`src/rtl/hazard_pkg.sv`:
```
// Shared types and constants for the RV32 hazard controller.
package hazard_pkg;

   typedef enum logic [1:0] {
      FWD_NONE = 2'b00,
      FWD_W    = 2'b01,
      FWD_M    = 2'b10
   } fwd_sel_e;

   typedef enum logic {
      MD_IDLE = 1'b0,
      MD_BUSY = 1'b1
   } md_state_e;

   localparam logic [6:0] OP_JALR = 7'b1100111;

endpackage

```
`src/rtl/md_latency_fsm.sv`:
```
// Tracks how long a multi-cycle MUL/DIV has occupied E and requests E to hold
// until it has been there MD_LATENCY cycles. Frozen while the memory stage stalls.
module md_latency_fsm
   import hazard_pkg::*;
#(
   parameter int MD_LATENCY = 4
) (
   input  logic clk_i,
   input  logic rst_ni,
   input  logic start_i,
   input  logic freeze_i,
   output logic hold_o,
   output logic busy_o
);

   localparam int CW = (MD_LATENCY > 2) ? $clog2(MD_LATENCY - 1) : 1;
   localparam logic MULTI = (MD_LATENCY > 1);
   // First BUSY cycle is already the op's second cycle in E.
   localparam logic [CW-1:0] CNT_INIT = (MD_LATENCY > 1) ? CW'(MD_LATENCY - 2) : '0;

   md_state_e       state_q, state_d;
   logic [CW-1:0]   cnt_q, cnt_d;

   always_ff @(posedge clk_i) begin
      if (!rst_ni) begin
         state_q <= MD_IDLE;
         cnt_q   <= '0;
      end else begin
         state_q <= state_d;
         cnt_q   <= cnt_d;
      end
   end

   always_comb begin
      state_d = state_q;
      cnt_d   = cnt_q;
      hold_o  = 1'b0;
      case (state_q)
         MD_IDLE: begin
            if (start_i && MULTI) begin
               hold_o = 1'b1;
               if (!freeze_i) begin
                  state_d = MD_BUSY;
                  cnt_d   = CNT_INIT;
               end
            end
         end
         MD_BUSY: begin
            if (cnt_q != '0) begin
               hold_o = 1'b1;
               if (!freeze_i) cnt_d = cnt_q - CW'(1);
            end else if (!freeze_i) begin
               state_d = MD_IDLE;
            end
         end
         default: state_d = MD_IDLE;
      endcase
   end

   assign busy_o = (state_q == MD_BUSY);

endmodule

```
`src/rtl/hazard_unit_mc.sv`:
```
// Hazard controller for the 5-stage RV32 pipeline: forwarding selects, per-stage
// stall/flush with multi-cycle MUL/DIV and D-mem wait states, and a stall-cycle counter.
module hazard_unit_mc
   import hazard_pkg::*;
#(
   parameter int REG_ADDR_W = 5,
   parameter int MD_LATENCY = 4,
   parameter int CNT_W      = 32
) (
   input  logic                  clk_i,
   input  logic                  rst_ni,
   input  logic [REG_ADDR_W-1:0] Rs1D_i,
   input  logic [REG_ADDR_W-1:0] Rs2D_i,
   input  logic [6:0]            OpD_i,
   input  logic [REG_ADDR_W-1:0] Rs1E_i,
   input  logic [REG_ADDR_W-1:0] Rs2E_i,
   input  logic [REG_ADDR_W-1:0] RdE_i,
   input  logic                  ResultSrcE_i,
   input  logic                  PCSrcE_i,
   input  logic                  MdStartE_i,
   input  logic [REG_ADDR_W-1:0] RdM_i,
   input  logic                  RegWriteM_i,
   input  logic                  DMemStallM_i,
   input  logic [REG_ADDR_W-1:0] RdW_i,
   input  logic                  RegWriteW_i,
   output logic                  StallF_o,
   output logic                  StallD_o,
   output logic                  StallE_o,
   output logic                  StallM_o,
   output logic                  FlushD_o,
   output logic                  FlushE_o,
   output logic                  FlushM_o,
   output logic                  FlushW_o,
   output logic [1:0]            ForwardAE_o,
   output logic [1:0]            ForwardBE_o,
   output logic                  MdBusy_o,
   output logic [CNT_W-1:0]      StallCount_o
);

   logic             md_hold;
   logic             lw_stall;
   logic             jalr_stall;
   logic [CNT_W-1:0] stall_cnt_q, stall_cnt_d;

   function automatic fwd_sel_e fwd_sel(input logic [REG_ADDR_W-1:0] rs);
      if (rs != '0 && RegWriteM_i && rs == RdM_i)      return FWD_M;
      else if (rs != '0 && RegWriteW_i && rs == RdW_i) return FWD_W;
      else                                             return FWD_NONE;
   endfunction

   assign ForwardAE_o = fwd_sel(Rs1E_i);
   assign ForwardBE_o = fwd_sel(Rs2E_i);

   md_latency_fsm #(.MD_LATENCY(MD_LATENCY)) u_md_fsm (
      .clk_i    (clk_i),
      .rst_ni   (rst_ni),
      .start_i  (MdStartE_i),
      .freeze_i (DMemStallM_i),
      .hold_o   (md_hold),
      .busy_o   (MdBusy_o)
   );

   assign lw_stall   = ResultSrcE_i && (RdE_i != '0) &&
                       ((Rs1D_i == RdE_i) || (Rs2D_i == RdE_i));
   // JALR reads rs1 in D, so a producer still in E (load) or M cannot be forwarded in time.
   assign jalr_stall = (OpD_i == OP_JALR) &&
                       ((ResultSrcE_i && (RdE_i != '0) && (Rs1D_i == RdE_i)) ||
                        (RegWriteM_i && (RdM_i != '0) && (Rs1D_i == RdM_i)));

   always_comb begin
      StallF_o = 1'b0;
      StallD_o = 1'b0;
      StallE_o = 1'b0;
      StallM_o = 1'b0;
      FlushD_o = 1'b0;
      FlushE_o = 1'b0;
      FlushM_o = 1'b0;
      FlushW_o = 1'b0;
      if (DMemStallM_i) begin
         {StallF_o, StallD_o, StallE_o, StallM_o} = 4'b1111;
         FlushW_o = 1'b1;
      end else if (md_hold) begin
         {StallF_o, StallD_o, StallE_o} = 3'b111;
         FlushM_o = 1'b1;
      end else if (lw_stall || jalr_stall) begin
         {StallF_o, StallD_o} = 2'b11;
         FlushE_o = 1'b1;
         FlushD_o = PCSrcE_i;
      end else begin
         FlushD_o = PCSrcE_i;
         FlushE_o = PCSrcE_i;
      end
   end

   assign stall_cnt_d = (StallF_o && (stall_cnt_q != '1)) ? stall_cnt_q + CNT_W'(1) : stall_cnt_q;

   always_ff @(posedge clk_i) begin
      if (!rst_ni) stall_cnt_q <= '0;
      else         stall_cnt_q <= stall_cnt_d;
   end

   assign StallCount_o = stall_cnt_q;

endmodule

```
`config.mk`:
```
export PLATFORM = sky130hd
export DESIGN_NAME = hazard_unit_mc
export DESIGN_NICKNAME = d
export VERILOG_FILES = /design/src/rtl/hazard_pkg.sv /design/src/rtl/md_latency_fsm.sv /design/src/rtl/hazard_unit_mc.sv
export SDC_FILE = /design/constraint.sdc
export NUM_CORES = 1
export LEC_CHECK = 0
export ABC_AREA = 1
export BUFFER_PORTS_ARGS = -buffer_cell sky130_fd_sc_hd__buf_2
export CAP_MARGIN = 20
export CELL_PAD_IN_SITES_DETAIL_PLACEMENT = 1
export CELL_PAD_IN_SITES_GLOBAL_PLACEMENT = 2
export CORE_AREA = 2 2 92 138
export DETAILED_ROUTE_END_ITERATION = 6
export DIE_AREA = 0 0 94 140
export MAX_ROUTING_LAYER = met4
export PLACE_DENSITY = 0.83
export SETUP_SLACK_MARGIN = 0.1
export SYNTH_ARGS = -nofsm -noshare
export SYNTH_HDL_FRONTEND = slang
export SYNTH_SLANG_ARGS = --single-unit
export TNS_END_PERCENT = 1
```
`constraint.sdc`:
```
create_clock -name clk_i -period 2.3 [get_ports clk_i]
set_input_delay 0.115 -clock clk_i [delete_from_list [all_inputs] [get_ports clk_i]]
set_output_delay 0.115 -clock clk_i [all_outputs]
set_load 0.01 [all_outputs]
```
Word-level counts from Yosys, hierarchy flattened:

Cells that the tools add are included.

* add/subtract/negate cells: 2
* equality and inequality tests: 13
* mux-type cells: 28
* bitwise logic cells: 1
* reductions and logical operators: 24

Operator list (count)
* $eq A5 B5 Y1: 7
* $add A32 B1 Y32 const B: 1
* $ne A32 B32 Y1 const B: 1
* $reduce_bool A5 Y1: 4
* $mux W1: 19
* $logic_and A1 B1 Y1: 15
* $mux W2: 6
* $ne A2 B2 Y1 const B: 4
* $eq A7 B7 Y1 const B: 1
* $pmux W1 S2: 2
* $pmux W2 S2: 1
* $reduce_and A4 Y1: 1
* $logic_or A1 B1 Y1: 3
* $reduce_bool A2 Y1: 1
* $sub A2 B1 Y2 const B: 1
* $not A1 Y1: 1

* flip-flop bits (word level): 35
* input bits: 50
* output and inout bits: 45
* logic and storage cells: 71

Longest topological paths before layout:

Gate-level depths: netlist of the first run.

* depth after elaboration: 10
* depth in mapped cells: 13
* gate-level depth less buffers: 12

Modules after synthesis:

Synthesis of the first run repeated with hierarchy kept, for this count alone.

* cell total of the unflattened synthesis: 512
* area, all modules: 2986.6 sq um

By module, submodules not included
* hazard_unit_mc: times used 1, cells an instance 486, area an instance 2800.2 sq um, sequential area each 640.6 sq um
* md_latency_fsm: times used 1, cells an instance 26, area an instance 186.4 sq um, sequential area each 60.1 sq um

Worst setup path before layout of the first run:

Ideal clock, no wire load.

* path kind: reg2reg
* start point: reg stall_cnt_q[0] (netlist: StallCount_o[0])
* end point: reg stall_cnt_q[1] (netlist: StallCount_o[1])
* library setup time: 113 ps
* arrival time: 1729 ps
* data required time: 2187 ps
* setup slack: 458 ps
* cell stages (with the launch flop): 12
* buffers on the path: 1
* period minus slack after synthesis: 1842 ps
* cells stage by stage: dfxtp_1 ha_1 nand2_1 nor2_4 nand3b_1 nor2_1 nand3_2 nand2_2 buf_6 inv_1 nor2_1 nor2_1

* longest elaborated chain between the ends: 2
* elaborated cells on any way between the ends: 3
* those cells by class: 1 x add/sub; 1 x eq/ne; 1 x reduce/logical

RTL lines
* start: declaration: RTL line hazard_unit_mc.sv:43 `logic [CNT_W-1:0] stall_cnt_q, stall_cnt_d;`
* start signal: assignment: RTL line hazard_unit_mc.sv:99 `else stall_cnt_q <= stall_cnt_d;`
* branches (longest 2 deep; another with $add A32 B1 Y32)

Several ways; the timed one is not identified.
A chain may end at the register's enable or synchronous reset.

Final worst setup path of the first run:

* start point: reg u_md_fsm.cnt_q[0]
* end point: out StallD_o

* longest elaborated chain between the ends: 5

RTL lines
* start: declaration: RTL line md_latency_fsm.sv:22 `logic [CW-1:0] cnt_q, cnt_d;`
* start signal: assignment: RTL line md_latency_fsm.sv:30 `cnt_q <= cnt_d;`
* $reduce_bool A2 Y1: RTL line md_latency_fsm.sv:49 `if (cnt_q != '0) begin`
* $mux W1: RTL line md_latency_fsm.sv:49
* $pmux W1 S2: RTL line md_latency_fsm.sv:38 `case (state_q)`
* $mux W1: RTL line hazard_unit_mc.sv:82 `end else if (md_hold) begin`
* $mux W1: RTL line hazard_unit_mc.sv:79 `if (DMemStallM_i) begin`
* end: declaration: RTL line hazard_unit_mc.sv:27 `output logic StallD_o,`

No other way between the ends.

==> results.sh, run 1 <==
export IMPL_power_frac_clock_pct=44.5
export IMPL_synth_main_ff_cell="dfxtp_1"
export IMPL_synth_top_area_cell="dfxtp_1"
export IMPL_drtIter0Drc=81
export IMPL_design_area_um2=3740
export IMPL_p_seq_share_pct=38.3
export IMPL_postSynthAreaPerCell_um2=5.87
export IMPL_ant_nets=0
export IMPL_synth_sequential_area_ratio_pct=24.1
export IMPL_dp_hpwl_um=9390
export IMPL_setup_ws_ns=0.290
export IMPL_p_switching_mw=0.452
export IMPL_period_needed_ns=2.01
export IMPL_pwr_density_cell_nw_per_um2=439
export IMPL_dieArea_um2=13200
export IMPL_critPathKind="flop to primary output"
export IMPL_final_nets=647
export IMPL_async_reset_ff_share_pct=0
export IMPL_ys_top_cells_by_area="dfxtp_1 (24%), nand2_1 (20%), nor2_1 (8.5%), inv_1 (7.7%), nand3_1 (7.0%)"
export IMPL_drc=0
export IMPL_worst_pin_slew_ns=0.473
export IMPL_die_x_um=94
export IMPL_netlist_area_um2=2910
export IMPL_syn_nets=548
export IMPL_switching_share_pct=27.5
export IMPL_numPortBuffers=94
export IMPL_track_usage_pct=18.4
export IMPL_finClkSkew_ns=0.00362
export IMPL_final_hold_viol_count=0
export IMPL_fin_cells=749
export IMPL_worstSetupStartpointType="flop"
export IMPL_cts_tree="built"
export IMPL_ys_top_cells_by_count="nand2_1 (152), nor2_1 (66), inv_1 (60), nand3_1 (41), dfxtp_1 (35)"
export IMPL_min_period_over_period_pct=87.4
export IMPL_wl_per_cell_um=15.1
export IMPL_final_core_util_pct=31.3
export IMPL_place_inst=741
export IMPL_place_ws_ns=0.294
export IMPL_setup_viol_count_final=0
export IMPL_fin_tns_setup_ns=0
export IMPL_fp_row_count=49
export IMPL_synth_most_common_cell="nand2_1"
export IMPL_rsz0062_at_grt="yes"
export IMPL_antenna_cells=0
export IMPL_place_gp_congestion=0.878
export IMPL_hold_ws_ns=0.0965
export IMPL_vdd_drop_max_v=0.000245
export IMPL_drt_total_wl_um=11300
export IMPL_via_per_inst=4.78
export IMPL_drt_first_pass_iters=4
export IMPL_pwr_share_comb_pct=17.2
export IMPL_syn_to_final_growth_pct=28.6
export IMPL_crit_fanout=24
export IMPL_p_leak_nw=1.69
export IMPL_drv_slew=0
export IMPL_synth_edf_count=0
export IMPL_grt_max_degree=25
export IMPL_clk_pin_slew_ns=0.06
export IMPL_p_int_mw=1.19
export IMPL_cts_root_buf="clkbuf_16"
export IMPL_ys_ff_latch=35
export IMPL_synthCells=496
export IMPL_critPathCaptureType="primary output"
export IMPL_ios=95
export IMPL_drv_cap=0
export IMPL_grt_overflow=0
export IMPL_yosysUniqueCellTypes=34
export IMPL_slew_headroom_pct=68.2
export IMPL_grt_pass1_wl_um=18700
export IMPL_fmax_mhz=498
export IMPL_cts_setup_buffers=0
export IMPL_power_total_mw=1.64
export IMPL_die_y_um=140
export IMPL_cts_sinks=35
export IMPL_cp_required_ns=2.18
export IMPL_place_area_um2=3580
export IMPL_core_um2=12000
export IMPL_cts_buffer_depth=2
export IMPL_clk_latency_ns=0.29
export IMPL_fill_cells=1596
export IMPL_hold_class="primary input to flop"
export IMPL_vias=3578
export IMPL_synth_warnings=0
export IMPL_htree_levels=2
export IMPL_drive_above_1_share_pct=21.1
export IMPL_synth_top_area_share_pct=24.1
export IMPL_initial_core_util_pct=24.4
export IMPL_status="finished, final reports clean"
export IMPL_cp_arrival_ns=1.90
export IMPL_antenna_found_initial=0
export IMPL_numCtsBuffers=5
export IMPL_grt_pass1_vias=3810
[per-layer routing]
metal	routed length, µm	GRT usage [%]
met1	4280	18.9
met2	6330	35.1
met3	409	2.47
met4	280	6.03
met5	0	-
[what timing repair did]
item | CTS | global route
hold buffers | 0 | 0
setup endpoints to repair | 2 | 4
gates resized for setup | 1 | 1
[state kept, by name, indices dropped and copies added, names as in the netlist]
signal / flops
u_md_fsm.cnt_q: 2
u_md_fsm.busy_o: 1
StallCount_o: 32
[critical path, cell delays in order, from the launching register on]
cell	delay, ns
dfxtp_1	0.29
inv_1	0.08
ha_1	0.15
nand2_1	0.06
o21ai_0	0.12
inv_1	0.08
nor2_2	0.16
nand3_4	0.20
buf_4	0.28
buf_2	0.17
[placed cells by master, fill, tap and decap left out, drive strengths merged, types with 3 or more instances in the layout]
cell type,netlist,final
nand2,154,154
buf,10,107
nor2,68,68
inv,61,61
nand3,43,43
dfxtp,35,35
a21oi,32,32
xor2,20,20
nand3b,14,14
nor3,11,11
xnor2,9,9
nand4,9,9
clkbuf,5,8
o21ai,5,5
nor4,5,5
o22ai,3,3
[kinds of logic after synthesis]
group / Yosys count / synth area share [%]
AND/OR/NAND/NOR: 306 / 46.2
buffers and inverters: 76 / 11.1
AO/OA/AOI/OAI: 48 / 9.07
flip-flops: 35 / 24.1
XOR/XNOR: 29 / 8.72
adder cells (fa/ha/maj): 2 / 0.859
[worst paths after layout]
kind                                           to  slack [ns]  depth (start not counted)               from
worst max-delay path                     StallD_o        0.29                          9  u_md_fsm.cnt_q[0]
worst min-delay path              StallCount_o[1]         0.1                          3             rst_ni
worst max register to register    StallCount_o[0]        0.30                         11    StallCount_o[1]
worst min register to register  u_md_fsm.cnt_q[0]        0.50                          2  u_md_fsm.cnt_q[0]
[cell type report]
| class | count | area (µm²) | area share, % |
|---|---|---|---|
| clock buffer | 8 | 156 | 4.18 |
| sequential | 35 | 701 | 18.7 |
| tap | 153 | 191 | 5.11 |
| timing repair buffer | 107 | 568 | 15.2 |
| inverter | 61 | 229 | 6.12 |
| multi-input combinational | 385 | 1900 | 50.7 |
[power groups by stage]
stage | sequential, mW | combinational (mW) | clock (mW)
finish | 0.629 | 0.283 | 0.731
global route | 0.631 | 0.319 | 0.766
CTS | 0.630 | 0.288 | 0.748
detailed placement | 0.643 | 0.285 | 0
global placement | 0.641 | 0.279 | 0
floorplan | 0.645 | 0.156 | 0
Note: power is estimated with default switching activity, not from simulation.
==> run 2: changes to the inputs <==
Settings changed: ABC_AREA 1 to default, CORE_AREA 2 2 92 138 to 2 2 82 123, DIE_AREA 0 0 94 140 to 0 0 84 125, SKIP_LAST_GASP from default to 1.
==> run 2 against run 1 <==
Combinational power fell by 3%. Wire length is 24% lower. Count of clock-buffer cells in the layout fell by 1. Final area decreased by 11%. Hold slack better by 0.067 ns. Sequential share of layout area is 2.5 points higher. First-iteration DRC count is 22% higher. Die area decreased by 20%. Sequential power about the same. Via count fell by 23%. Global-route usage fell by 2.0 points. Critical path type is now flop to flop. Largest power group unchanged. Highest routed layer unchanged.
==> results.sh, run 2 <==
export IMPL_status="finished, final reports clean"
export IMPL_grt_max_degree=62
export IMPL_clk_pin_slew_ns=0.05
export IMPL_synth_top_area_cell="dfxtp_1"
export IMPL_yosysUniqueCellTypes=48
export IMPL_p_int_mw=1.14
export IMPL_synth_sequential_area_ratio_pct=28.2
export IMPL_htree_levels=2
export IMPL_min_period_over_period_pct=92.3
export IMPL_final_cell_mix="buf_2 (94), xnor2_1 (30), a21oi_1 (30), dfxtp_1 (28), nand2_1 (22)"
export IMPL_hold_class="primary input to flop"
export IMPL_grt_pass1_wl_um=13700
export IMPL_finClkSkew_ns=0.00538
export IMPL_die_x_um=84
export IMPL_syn_nets=352
export IMPL_rsz0062_at_grt="yes"
export IMPL_place_gp_congestion=0.889
export IMPL_drive_above_1_share_pct=34.9
export IMPL_drc=0
export IMPL_crit_start="StallCount_o[2]"
export IMPL_ys_ff_latch=35
export IMPL_grt_overflow=0
export IMPL_cp_required_ns=2.52
export IMPL_drt_total_wl_um=8580
export IMPL_critPathCaptureType="flop"
export IMPL_final_nets=452
export IMPL_synth_top_family_by_area="simple AND/OR/NAND/NOR gates"
export IMPL_grt_pass1_vias=2757
export IMPL_antenna_found_initial=0
export IMPL_pwr_share_comb_pct=17.5
export IMPL_initial_core_util_pct=26.1
export IMPL_drt_first_pass_iters=4
export IMPL_p_leak_nw=1.32
export IMPL_power_total_mw=1.56
export IMPL_via_per_inst=5.35
export IMPL_dp_hpwl_um=6450
export IMPL_netlist_area_um2=2490
export IMPL_power_frac_clock_pct=42.3
export IMPL_setup_viol_count_final=0
export IMPL_cts_tree="built"
export IMPL_place_inst=504
export IMPL_yosys_area_share_simple_pct=33.9
export IMPL_drv_slew=0
export IMPL_fin_tns_setup_ns=0
export IMPL_worst_r2r_path_depth=6
export IMPL_die_y_um=125
export IMPL_fp_row_count=44
export IMPL_synth_edf_count=0
export IMPL_synth_most_common_cell="dfxtp_1"
export IMPL_synth_top_area_share_pct=28.2
export IMPL_numCtsBuffers=5
export IMPL_cp_arrival_ns=2.34
export IMPL_core_um2=9520
export IMPL_holdPathStages=3
export IMPL_ys_top_cells_by_count="dfxtp_1 (35), a21oi_1 (30), xnor2_1 (30), nand2_1 (23), or4_1 (21)"
export IMPL_cts_buffer_depth=2
export IMPL_synthXorXnorAreaFrac_pct=12.0
export IMPL_r2r_start="StallCount_o[2]"
export IMPL_vdd_drop_max_v=0.000299
export IMPL_synth_adder_area_share_pct=1.01
export IMPL_cts_root_buf="clkbuf_16"
export IMPL_largest_reg_flops=32
export IMPL_antenna_cells=0
export IMPL_synth_mux_area_share_pct=2.01
export IMPL_worst_pin_slew_ns=0.549
export IMPL_ios=95
export IMPL_track_usage_pct=16.4
export IMPL_synth_warnings=0
export IMPL_p_seq_share_pct=40.1
export IMPL_p_switching_mw=0.419
export IMPL_clk_latency_ns=0.28
export IMPL_synthCells=300
export IMPL_layout_commonest_cell="buf_2"
export IMPL_vias=2759
export IMPL_crit_fanout=5
export IMPL_synth_compound_area_share_pct=17.7
export IMPL_fmax_mhz=471
export IMPL_ant_nets=0
export IMPL_wl_per_cell_um=16.6
export IMPL_drv_cap=0
export IMPL_numPortBuffers=94
export IMPL_postSynthAreaPerCell_um2=8.30
export IMPL_period_needed_ns=2.12
export IMPL_async_reset_ff_share_pct=0
export IMPL_dieArea_um2=10500
export IMPL_fin_cells=516
export IMPL_drtIter0Drc=99
export IMPL_cts_sinks=35
export IMPL_critPathKind="flop to flop"
export IMPL_hold_start="MdStartE_i"
export IMPL_switching_share_pct=26.9
export IMPL_syn_to_final_growth_pct=34.6
export IMPL_worstSetupStartpointType="flop"
export IMPL_ys_top_cells_by_area="dfxtp_1 (28%), xnor2_1 (11%), or4_1 (6.3%), a21oi_1 (6.0%), o31ai_1 (5.1%)"
export IMPL_pwr_density_cell_nw_per_um2=465
export IMPL_synth_main_ff_cell="dfxtp_1"
export IMPL_slew_headroom_pct=63.3
export IMPL_final_hold_viol_count=0
export IMPL_final_core_util_pct=35.2
[run 2: cell count changes after synthesis, moves of 8 or more]
cell / change
o31ai_1: +17
xor2_1: -16
or4_1: +21
inv_1: -53
nor3_1: -8
or3_1: +10
xnor2_1: +21
nand3b_1: -14
nor2_1: -58
nand2_1: -129
nand3_1: -25
[run 2: cell families (layout without fill, tap and decap cells)]
logic type	after synthesis	after routing
buffers and inverters	24	125
xor gates and xnor gates	34	34
AOI/OAI and AO/OA	68	68
DFF	35	35
muxes	5	5
and+or+nand+nor	132	132
adders and majority gates	2	2
[run 2: path summary, 6_finish.rpt]
kind / slack [ns] / to
setup / recovery: 0.18 / StallCount_o[31]
hold reg to reg: 0.49 / u_md_fsm.cnt_q[0]
setup reg to reg: 0.18 / StallCount_o[31]
hold / removal: 0.16 / u_md_fsm.busy_o
[run 2: repair_timing]
| action | CTS | global route |
|---|---|---|
| buffers inserted | 0 | 2 |
| pin swaps | 1 | 3 |
| hold buffers | 0 | 0 |
| endpoints found under the setup margin | 5 | 9 |
| resized for setup | 2 | 7 |
| gates cloned | 0 | 1 |
[run 2: area by class of cell]
type / instances / area (µm²)
Fill cell: 1189 / 6170
Multi-Input combinational cell: 241 / 1680
Sequential cell: 35 / 709
Timing Repair Buffer: 110 / 653
Tap cell: 115 / 144
Clock buffer: 7 / 133
Inverter: 7 / 26.3
Clock inverter: 1 / 5.00
[run 2: worst max-delay path, cell delays in order (launching register included)]
cell and delay (ns):
dfxtp_1 0.40, nand4_2 0.15, nor4_4 0.39, nand4_2 0.21, or4_1 0.45, or3_1 0.33, a21oi_1 0.14
[run 2: metrics by stage]
| step | setup slack, ns | hold slack (ns) | cell area (µm²) |
|---|---|---|---|
| global route | 0.0531 | 0.180 | 3350 |
| CTS | 0.0952 | 0.156 | 3270 |
| finish | 0.177 | 0.164 | 3350 |
| detailed placement | 0.0708 | 0.458 | 3130 |
| global placement | 0.179 | 0.438 | 3130 |
| floorplan | 0.250 | 0.265 | 2490 |
[run 2: power by group through the flow]
stage	clock network [mW]	registers (mW)	logic [mW]
2_1_floorplan	0	0.639	0.143
3_3_place_gp	0	0.638	0.248
3_5_place_dp	0	0.639	0.255
4_1_cts	0.683	0.626	0.257
5_1_grt	0.706	0.627	0.301
6_report	0.660	0.626	0.274
[run 2: per-layer routing]
metal | part of all wire, % | wire length [µm] | vias to the layer above | global-route usage (%)
li1 | - | - | 1333 | -
met1 | 38 | 3240 | 1326 | 17.0
met2 | 55 | 4740 | 83 | 30.1
met3 | 4.7 | 407 | 17 | 3.04
met4 | 2.2 | 187 | 0 | 6.55
met5 | 0 | 0 | - | -
